===== config.mk =====
export PLATFORM = sky130hd
export DESIGN_NAME = wave_dac_spi
export DESIGN_NICKNAME = d
export VERILOG_FILES = /design/src/rtl/wave_pkg.sv /design/src/rtl/sync_fifo.sv /design/src/rtl/wave_dac_spi.sv
export SDC_FILE = /design/constraint.sdc
export NUM_CORES = 1
export LEC_CHECK = 0
export CAP_MARGIN = 20
export CELL_PAD_IN_SITES_DETAIL_PLACEMENT = 1
export CELL_PAD_IN_SITES_GLOBAL_PLACEMENT = 1
export CORE_UTILIZATION = 50
export DETAILED_ROUTE_END_ITERATION = 8
export GPL_TIMING_DRIVEN = 0
export PLACE_DENSITY_LB_ADDON = 0.1
export SYNTH_ARGS = -nofsm -noshare
export SYNTH_HDL_FRONTEND = slang
export SYNTH_SLANG_ARGS = --single-unit

===== constraint.sdc =====
create_clock -name rclk -period 3.38 [get_ports rclk]
set_input_delay 1.014 -clock rclk [delete_from_list [all_inputs] [get_ports rclk]]
set_output_delay 1.014 -clock rclk [all_outputs]
set_load 0.02 [all_outputs]

===== src/rtl/wave_pkg.sv =====
`default_nettype none
// ============================================================================
//  Module      : wave_pkg
//  Description : Shared definitions for the wave DAC output path: FSM state
//                encoding, DAC command defaults and the frame width helper.
//  Revision    : 1.0 - initial release
// ============================================================================
package wave_pkg;

  // Serialiser FSM states (2-bit, legacy-compatible encoding)
  localparam logic [1:0] IDLE  = 2'd0;
  localparam logic [1:0] LOAD  = 2'd1;
  localparam logic [1:0] SHIFT = 2'd2;
  localparam logic [1:0] GAP   = 2'd3;

  // DAC command prefix defaults
  localparam int         CMD_WIDTH_DEF = 8;
  localparam logic [7:0] DAC_CMD_DEF   = 8'h30;

  // Number of bits clocked out per chip-select frame
  function automatic int frame_bits(input int cmd_width, input int data_width);
    return cmd_width + data_width;
  endfunction

endpackage
`default_nettype wire


===== src/rtl/sync_fifo.sv =====
`default_nettype none
// ============================================================================
//  Module      : sync_fifo
//  Description : Single-clock first-word-fall-through FIFO with registered
//                full/empty flags and occupancy. A push while full is only
//                accepted when a pop happens in the same cycle.
//  Revision    : 1.0 - initial release
// ============================================================================
module sync_fifo #(
  parameter int DWIDTH = 16,
  parameter int DEPTH  = 16,
  parameter int AWIDTH = 4
) (
  input  logic              rclk,
  input  logic              r_rst,
  input  logic              push,
  input  logic [DWIDTH-1:0] din,
  input  logic              pop,
  output logic [DWIDTH-1:0] dout,
  output logic              full,
  output logic              empty,
  output logic [AWIDTH:0]   level
);

  localparam logic [AWIDTH:0] DEPTH_L = (AWIDTH+1)'(DEPTH);

  logic [DWIDTH-1:0] mem [DEPTH];
  logic [AWIDTH-1:0] wr_ptr;
  logic [AWIDTH-1:0] rd_ptr;
  logic              push_ok;
  logic              pop_ok;
  logic [AWIDTH:0]   level_next;

  assign pop_ok     = pop && !empty;
  assign push_ok    = push && (!full || pop_ok);
  assign level_next = level + {{AWIDTH{1'b0}}, push_ok} - {{AWIDTH{1'b0}}, pop_ok};
  assign dout       = mem[rd_ptr];

  // Storage array: written on every accepted push, no reset needed
  always_ff @(posedge rclk) begin
    if (push_ok) mem[wr_ptr] <= din;
  end

  // Pointers, occupancy and flags; flags come from the next level so a fresh
  // push into an empty FIFO only becomes visible one cycle later
  always_ff @(posedge rclk or posedge r_rst) begin
    if (r_rst) begin
      wr_ptr <= '0;
      rd_ptr <= '0;
      level  <= '0;
      full   <= 1'b0;
      empty  <= 1'b1;
    end else begin
      if (push_ok) wr_ptr <= wr_ptr + 1'b1;
      if (pop_ok)  rd_ptr <= rd_ptr + 1'b1;
      level <= level_next;
      full  <= (level_next == DEPTH_L);
      empty <= (level_next == '0);
    end
  end

endmodule
`default_nettype wire


===== src/rtl/wave_dac_spi.sv =====
`default_nettype none
// ============================================================================
//  Module      : wave_dac_spi
//  Description : Buffers the wave RAM sample stream and sends each sample to
//                an external DAC as one SPI mode-0 frame {command, sample},
//                MSB first. Reports FIFO level and sticky overflow/underrun.
//  Revision    : 1.0 - initial release
// ============================================================================
module wave_dac_spi
  import wave_pkg::*;
#(
  parameter int                   DWIDTH      = 16,
  parameter int                   CMD_WIDTH   = CMD_WIDTH_DEF,
  parameter logic [CMD_WIDTH-1:0] DAC_CMD     = CMD_WIDTH'(DAC_CMD_DEF),
  parameter int                   FIFO_DEPTH  = 16,
  parameter int                   FIFO_AWIDTH = 4,
  parameter int                   SCLK_DIV    = 2,
  parameter int                   CS_GAP      = 2
) (
  input  logic                   rclk,
  input  logic                   r_rst,
  input  logic [DWIDTH-1:0]      din,
  input  logic                   din_v,
  input  logic                   enable,
  input  logic                   clr_status,
  output logic                   sclk,
  output logic                   cs_n,
  output logic                   mosi,
  output logic                   busy,
  output logic [FIFO_AWIDTH:0]   level,
  output logic                   overflow,
  output logic                   underrun
);

  localparam int FRAME = frame_bits(CMD_WIDTH, DWIDTH);
  localparam int BCW   = $clog2(FRAME);
  localparam int HPW   = $clog2(SCLK_DIV + 1);
  localparam int GW    = $clog2(CS_GAP + 1);

  localparam logic [BCW-1:0] LAST_BIT = BCW'(FRAME - 1);
  localparam logic [HPW-1:0] HP_LAST  = HPW'(SCLK_DIV - 1);
  localparam logic [GW-1:0]  GAP_LAST = GW'(CS_GAP - 1);

  logic [1:0]        state;
  logic [FRAME-1:0]  shreg;
  logic [BCW-1:0]    bit_cnt;
  logic [HPW-1:0]    hp_cnt;
  logic [GW-1:0]     gap_cnt;

  logic              fifo_pop;
  logic              fifo_full;
  logic              fifo_empty;
  logic [DWIDTH-1:0] fifo_dout;

  logic              start_ok;
  logic              hp_wrap;
  logic              gap_done;
  logic              overflow_set;
  logic              underrun_set;

  assign fifo_pop     = (state == LOAD);
  assign start_ok     = enable && !fifo_empty;
  assign hp_wrap      = (hp_cnt == HP_LAST);
  assign gap_done     = (state == GAP) && (gap_cnt == GAP_LAST);
  // A push while full is only lost when no pop frees a slot that cycle
  assign overflow_set = din_v && fifo_full && !fifo_pop;
  assign underrun_set = gap_done && enable && fifo_empty;

  sync_fifo #(
    .DWIDTH (DWIDTH),
    .DEPTH  (FIFO_DEPTH),
    .AWIDTH (FIFO_AWIDTH)
  ) u_fifo (
    .rclk  (rclk),
    .r_rst (r_rst),
    .push  (din_v),
    .din   (din),
    .pop   (fifo_pop),
    .dout  (fifo_dout),
    .full  (fifo_full),
    .empty (fifo_empty),
    .level (level)
  );

  // Frame sequencer and shifter: data launches on sclk falling edges so the
  // DAC sees stable bits on every rising edge
  always_ff @(posedge rclk or posedge r_rst) begin
    if (r_rst) begin
      state   <= IDLE;
      shreg   <= '0;
      bit_cnt <= '0;
      hp_cnt  <= '0;
      gap_cnt <= '0;
      sclk    <= 1'b0;
      cs_n    <= 1'b1;
      mosi    <= 1'b0;
      busy    <= 1'b0;
    end else begin
      case (state)
        IDLE: begin
          if (start_ok) begin
            state <= LOAD;
            busy  <= 1'b1;
          end
        end
        LOAD: begin
          shreg   <= {DAC_CMD, fifo_dout};
          mosi    <= DAC_CMD[CMD_WIDTH-1];
          cs_n    <= 1'b0;
          sclk    <= 1'b0;
          bit_cnt <= '0;
          hp_cnt  <= '0;
          state   <= SHIFT;
        end
        SHIFT: begin
          if (hp_wrap) begin
            hp_cnt <= '0;
            sclk   <= ~sclk;
            if (sclk) begin
              shreg   <= shreg << 1;
              mosi    <= shreg[FRAME-2];
              bit_cnt <= bit_cnt + 1'b1;
              if (bit_cnt == LAST_BIT) begin
                state   <= GAP;
                cs_n    <= 1'b1;
                mosi    <= 1'b0;
                gap_cnt <= '0;
              end
            end
          end else begin
            hp_cnt <= hp_cnt + 1'b1;
          end
        end
        GAP: begin
          if (gap_done) begin
            // Chain straight into the next frame when one is ready
            if (start_ok) begin
              state <= LOAD;
            end else begin
              state <= IDLE;
              busy  <= 1'b0;
            end
          end else begin
            gap_cnt <= gap_cnt + 1'b1;
          end
        end
        default: state <= IDLE;
      endcase
    end
  end

  // Sticky status flags; a clear wins over a set in the same cycle
  always_ff @(posedge rclk or posedge r_rst) begin
    if (r_rst) begin
      overflow <= 1'b0;
      underrun <= 1'b0;
    end else if (clr_status) begin
      overflow <= 1'b0;
      underrun <= 1'b0;
    end else begin
      if (overflow_set) overflow <= 1'b1;
      if (underrun_set) underrun <= 1'b1;
    end
  end

endmodule
`default_nettype wire


==> run_results.csv <==
group,metric,value,unit
status,status,"finished, final reports clean",
sta,post-route-min-period,3.220,ns
global_routing,grt-ovfl-total,0,
placement,post-place-cells,1111,
setup_path,start_kind,"register",
power_and_ir_drop,power.leakage,5.106,nW
floorplan,die_h,160.2,µm
floorplan,num_rows,57,
clock_tree,root_buffer,"clkbuf_16",
global_routing,grt_pass1_vias,7450,
global_routing,grt_start_max_net_pins,30,
finish,drive_above_1_share,0.1584,
logic_synthesis,synth_cell_types,51,
run,cap_violations,0,
logic_synthesis,netlist_area,0.01251,mm²
clock_tree,cts_made_buffers,31,
setup_path,cp_data_required_time,3.55,ns
clock_tree,clockBufferDepth,3,
clock_tree,clk_pin_slew,0.06,ns
logic_synthesis,syn_avg_cell_area,16.93,µm²
sta,maxSlewHeadroom,0.3080,
detailed_routing,viasPerCell,5.937,
global_routing,antenna_found_initial,0,
logic_synthesis,syn_inst,739,
sta,timing.hold.ws,0.4811,ns
finish,antenna-diode-count,0,
clock_tree,clk_latency,0.56,ns
placement,finalWeightedCongestion,0.7852,
clock_tree,tritoncts,"yes",
detailed_routing,finalWirelength,29950,µm
sta,grt_setup_unrepaired,"no",
power_and_ir_drop,vdd_drop_max,0.0004750,V
finish,final_area,0.01443,mm²
detailed_routing,drtIter0Drc,520,
sta,hold_violations,0,
clock_tree,cts_sinks,311,
placement,hpwl,19310,µm
logic_synthesis,synth-async-reset-ratio,0.1768,
setup_path,worstSetupEndpointType,"register",
detailed_routing,dr.pass1.iters,5,
floorplan,initial_core_util,0.5116,
logic_synthesis,synth_seq_cells,311,
logic_synthesis,synth-edff-count,256,
logic_synthesis,yosys.area.top_type,"edfxtp_1",
setup_path,reg2regPathDepth,8,
detailed_routing,drc_errors,0,
logic_synthesis,yosys-top-cells-area,"edfxtp_1, dfrtp_1, mux4_2",
sta,slew_violations,0,
hold_path,hp-class,"register to register",
logic_synthesis,ys.flop_type,"edfxtp_1",
logic_synthesis,synth.most_common_cell,"edfxtp_1",
finish,fin_cells,1170,
floorplan,coreArea,0.02446,mm²
sta,fin_skew,0.01206,ns
detailed_routing,antenna_left,0,
logic_synthesis,synth_fp_nets,777,
clock_tree,hold_buffers,0,
sta,final-setup-viol-count,0,
setup_path,path_class,"register to register",
finish,fill_cells,2235,
logic_synthesis,seq_area_frac_synth,0.7245,
sta,tightestPinTransition,1.038,ns
setup_path,cp.arrival,3.39,ns
setup_path,crit_fanout,16,
global_routing,track_usage,0.2427,
placement,placed_area,0.01344,mm²
placement,port_buffers,31,
floorplan,die-area,0.02567,mm²
floorplan,ioPinCount,32,
logic_synthesis,yosysWarnings,0,
clock_tree,cts_htree_levels,1,
finish,fin_nets,860,
global_routing,grt_pass1_wl,45750,µm
logic_synthesis,yosysTopAreaCellShare,0.6143,
sta,period_share,0.9527,
sta,fmax,310.6,MHz
finish,area_growth,15.27,%
detailed_routing,vias,6946,
floorplan,die_width,160.2,µm
detailed_routing,wl_per_cell,25.59,µm
hold_path,worstHoldPathCells,2,
logic_synthesis,yosys-top-cells-count,"edfxtp_1, mux2i_1, dfrtp_1",
power_and_ir_drop,power.density,877.3,mW/mm²
report_power, final:
| part | switching, mW | leakage (nW) | total (mW) | internal [mW] |
|---|---|---|---|---|
| combinational | 2.73 | 1.66 | 4.45 | 1.72 |
| sequential | 0.251 | 2.99 | 5.00 | 4.75 |
| clock | 1.38 | 0.454 | 3.20 | 1.83 |
| total | 4.36 | 5.11 | 12.7 | 8.29 |
final timing paths:
path,end,from,slack (ns)
setup / recovery,u_fifo.mem[8][10],state[1],0.16
hold / removal,mosi,mosi,0.48
setup reg to reg,u_fifo.mem[8][10],state[1],0.16
hold reg to reg,mosi,mosi,0.48
max in group asynchronous,cs_n,r_rst,1.80
min in group asynchronous,u_fifo.full,r_rst,0.90
cell type report:
cell class	count	area, µm²	area share
Sequential cell	311	9066	0.6285
Multi-Input combinational cell	370	3236	0.2243
Clock buffer	48	869.6	0.06028
Timing Repair Buffer	50	523.0	0.03626
Tap cell	324	405.4	0.02810
Buffer	37	178.9	0.01240
Inverter	21	82.58	0.005725
Clock inverter	9	63.81	0.004424
repair_timing:
| action | in CTS | in global routing |
|---|---|---|
| pin swaps | 0 | 1 |
| setup endpoints to repair | 2 | 2 |
| endpoints found under the hold margin | 0 | 0 |
| buffers inserted | 0 | 1 |
| gates cloned | 0 | 0 |
| gates resized for setup | 1 | 3 |
kinds of logic (layout without fill, tap and decap cells):
group                    count (synthesis)  count (layout)  share of synthesized area
flip-flops                             311             311                     0.7245
XOR/XNOR                                13              13                   0.009098
multiplexers                           113             113                     0.1276
buffers and inverters                   58             165                    0.02059
AO/OA/AOI/OAI                           63              63                    0.03599
adder cells (fa/ha/maj)                 17              17                    0.01760
AND/OR/NAND/NOR                        164             164                    0.06469
per-stage QoR:
| step | util | TNS [ns] | total power, mW | setup slack (ns) |
|---|---|---|---|---|
| floorplan | - | 0 | 7.944 | 0.2658 |
| global placement | 0.5408 | -163.47 | 9.210 | -2.248 |
| detailed placement | 0.5495 | -1.727 | 9.498 | -0.2015 |
| CTS | 0.5880 | 0 | 12.74 | 0.01062 |
| global route | 0.5897 | 0 | 13.27 | 0.006823 |
| finish | 0.5897 | 0 | 12.65 | 0.1600 |
registers in the layout (all words and copies together) (netlist names):
register	flops
bit_cnt	5
busy	1
cs_n	1
gap_cnt	2
hp_cnt	2
mosi	1
overflow	1
sclk	1
shreg	23
state	2
u_fifo.empty	1
u_fifo.full	1
u_fifo.level	5
u_fifo.mem	256
u_fifo.rd_ptr	4
u_fifo.wr_ptr	4
underrun	1
worst max-delay path, stage by stage, from the launching register on:
cell and delay, ns:
dfrtp_1 0.42, inv_1 0.13, ha_1 0.19, nor2b_1 0.13, clkbuf_1 0.40, o21ai_4 0.14
buf_4 0.18, nor3b_1 0.35, and2_1 0.88
cell usage in the layout (no fill, tap or decap), types with 3 or more instances in the layout:
cell type and count:
clkdlybuf4s50_1 31, nor2b_1 7, dfrtp_1 53, clkbuf_16 31, buf_8 5, nor2_1 14, clkbuf_8 3, a21o_1 3
nand2_1 50, nand3_1 40, and2_1 8, nand2b_1 4, nor4_2 4, clkinv_2 3, nand4_1 17, ha_1 16
clkinv_1 5, nor2_2 4, mux4_1 5, edfxtp_1 256, buf_2 11, xnor2_1 10, inv_1 19, xor2_1 3
nor3b_1 3, a21oi_1 6, buf_6 3, clkbuf_1 34, a22oi_1 30, mux2i_1 62, buf_4 13, o21ai_0 6
mux2_2 17, nor3_1 5, mux4_2 29, o31ai_1 3
layer usage:
metal / track usage / part of all wire
met1: 0.3351 / 0.43
met2: 0.4111 / 0.50
met3: 0.03429 / 0.046
met4: 0.05541 / 0.022
met5: 0 / 0
Note: power is estimated with default switching activity, not from simulation.
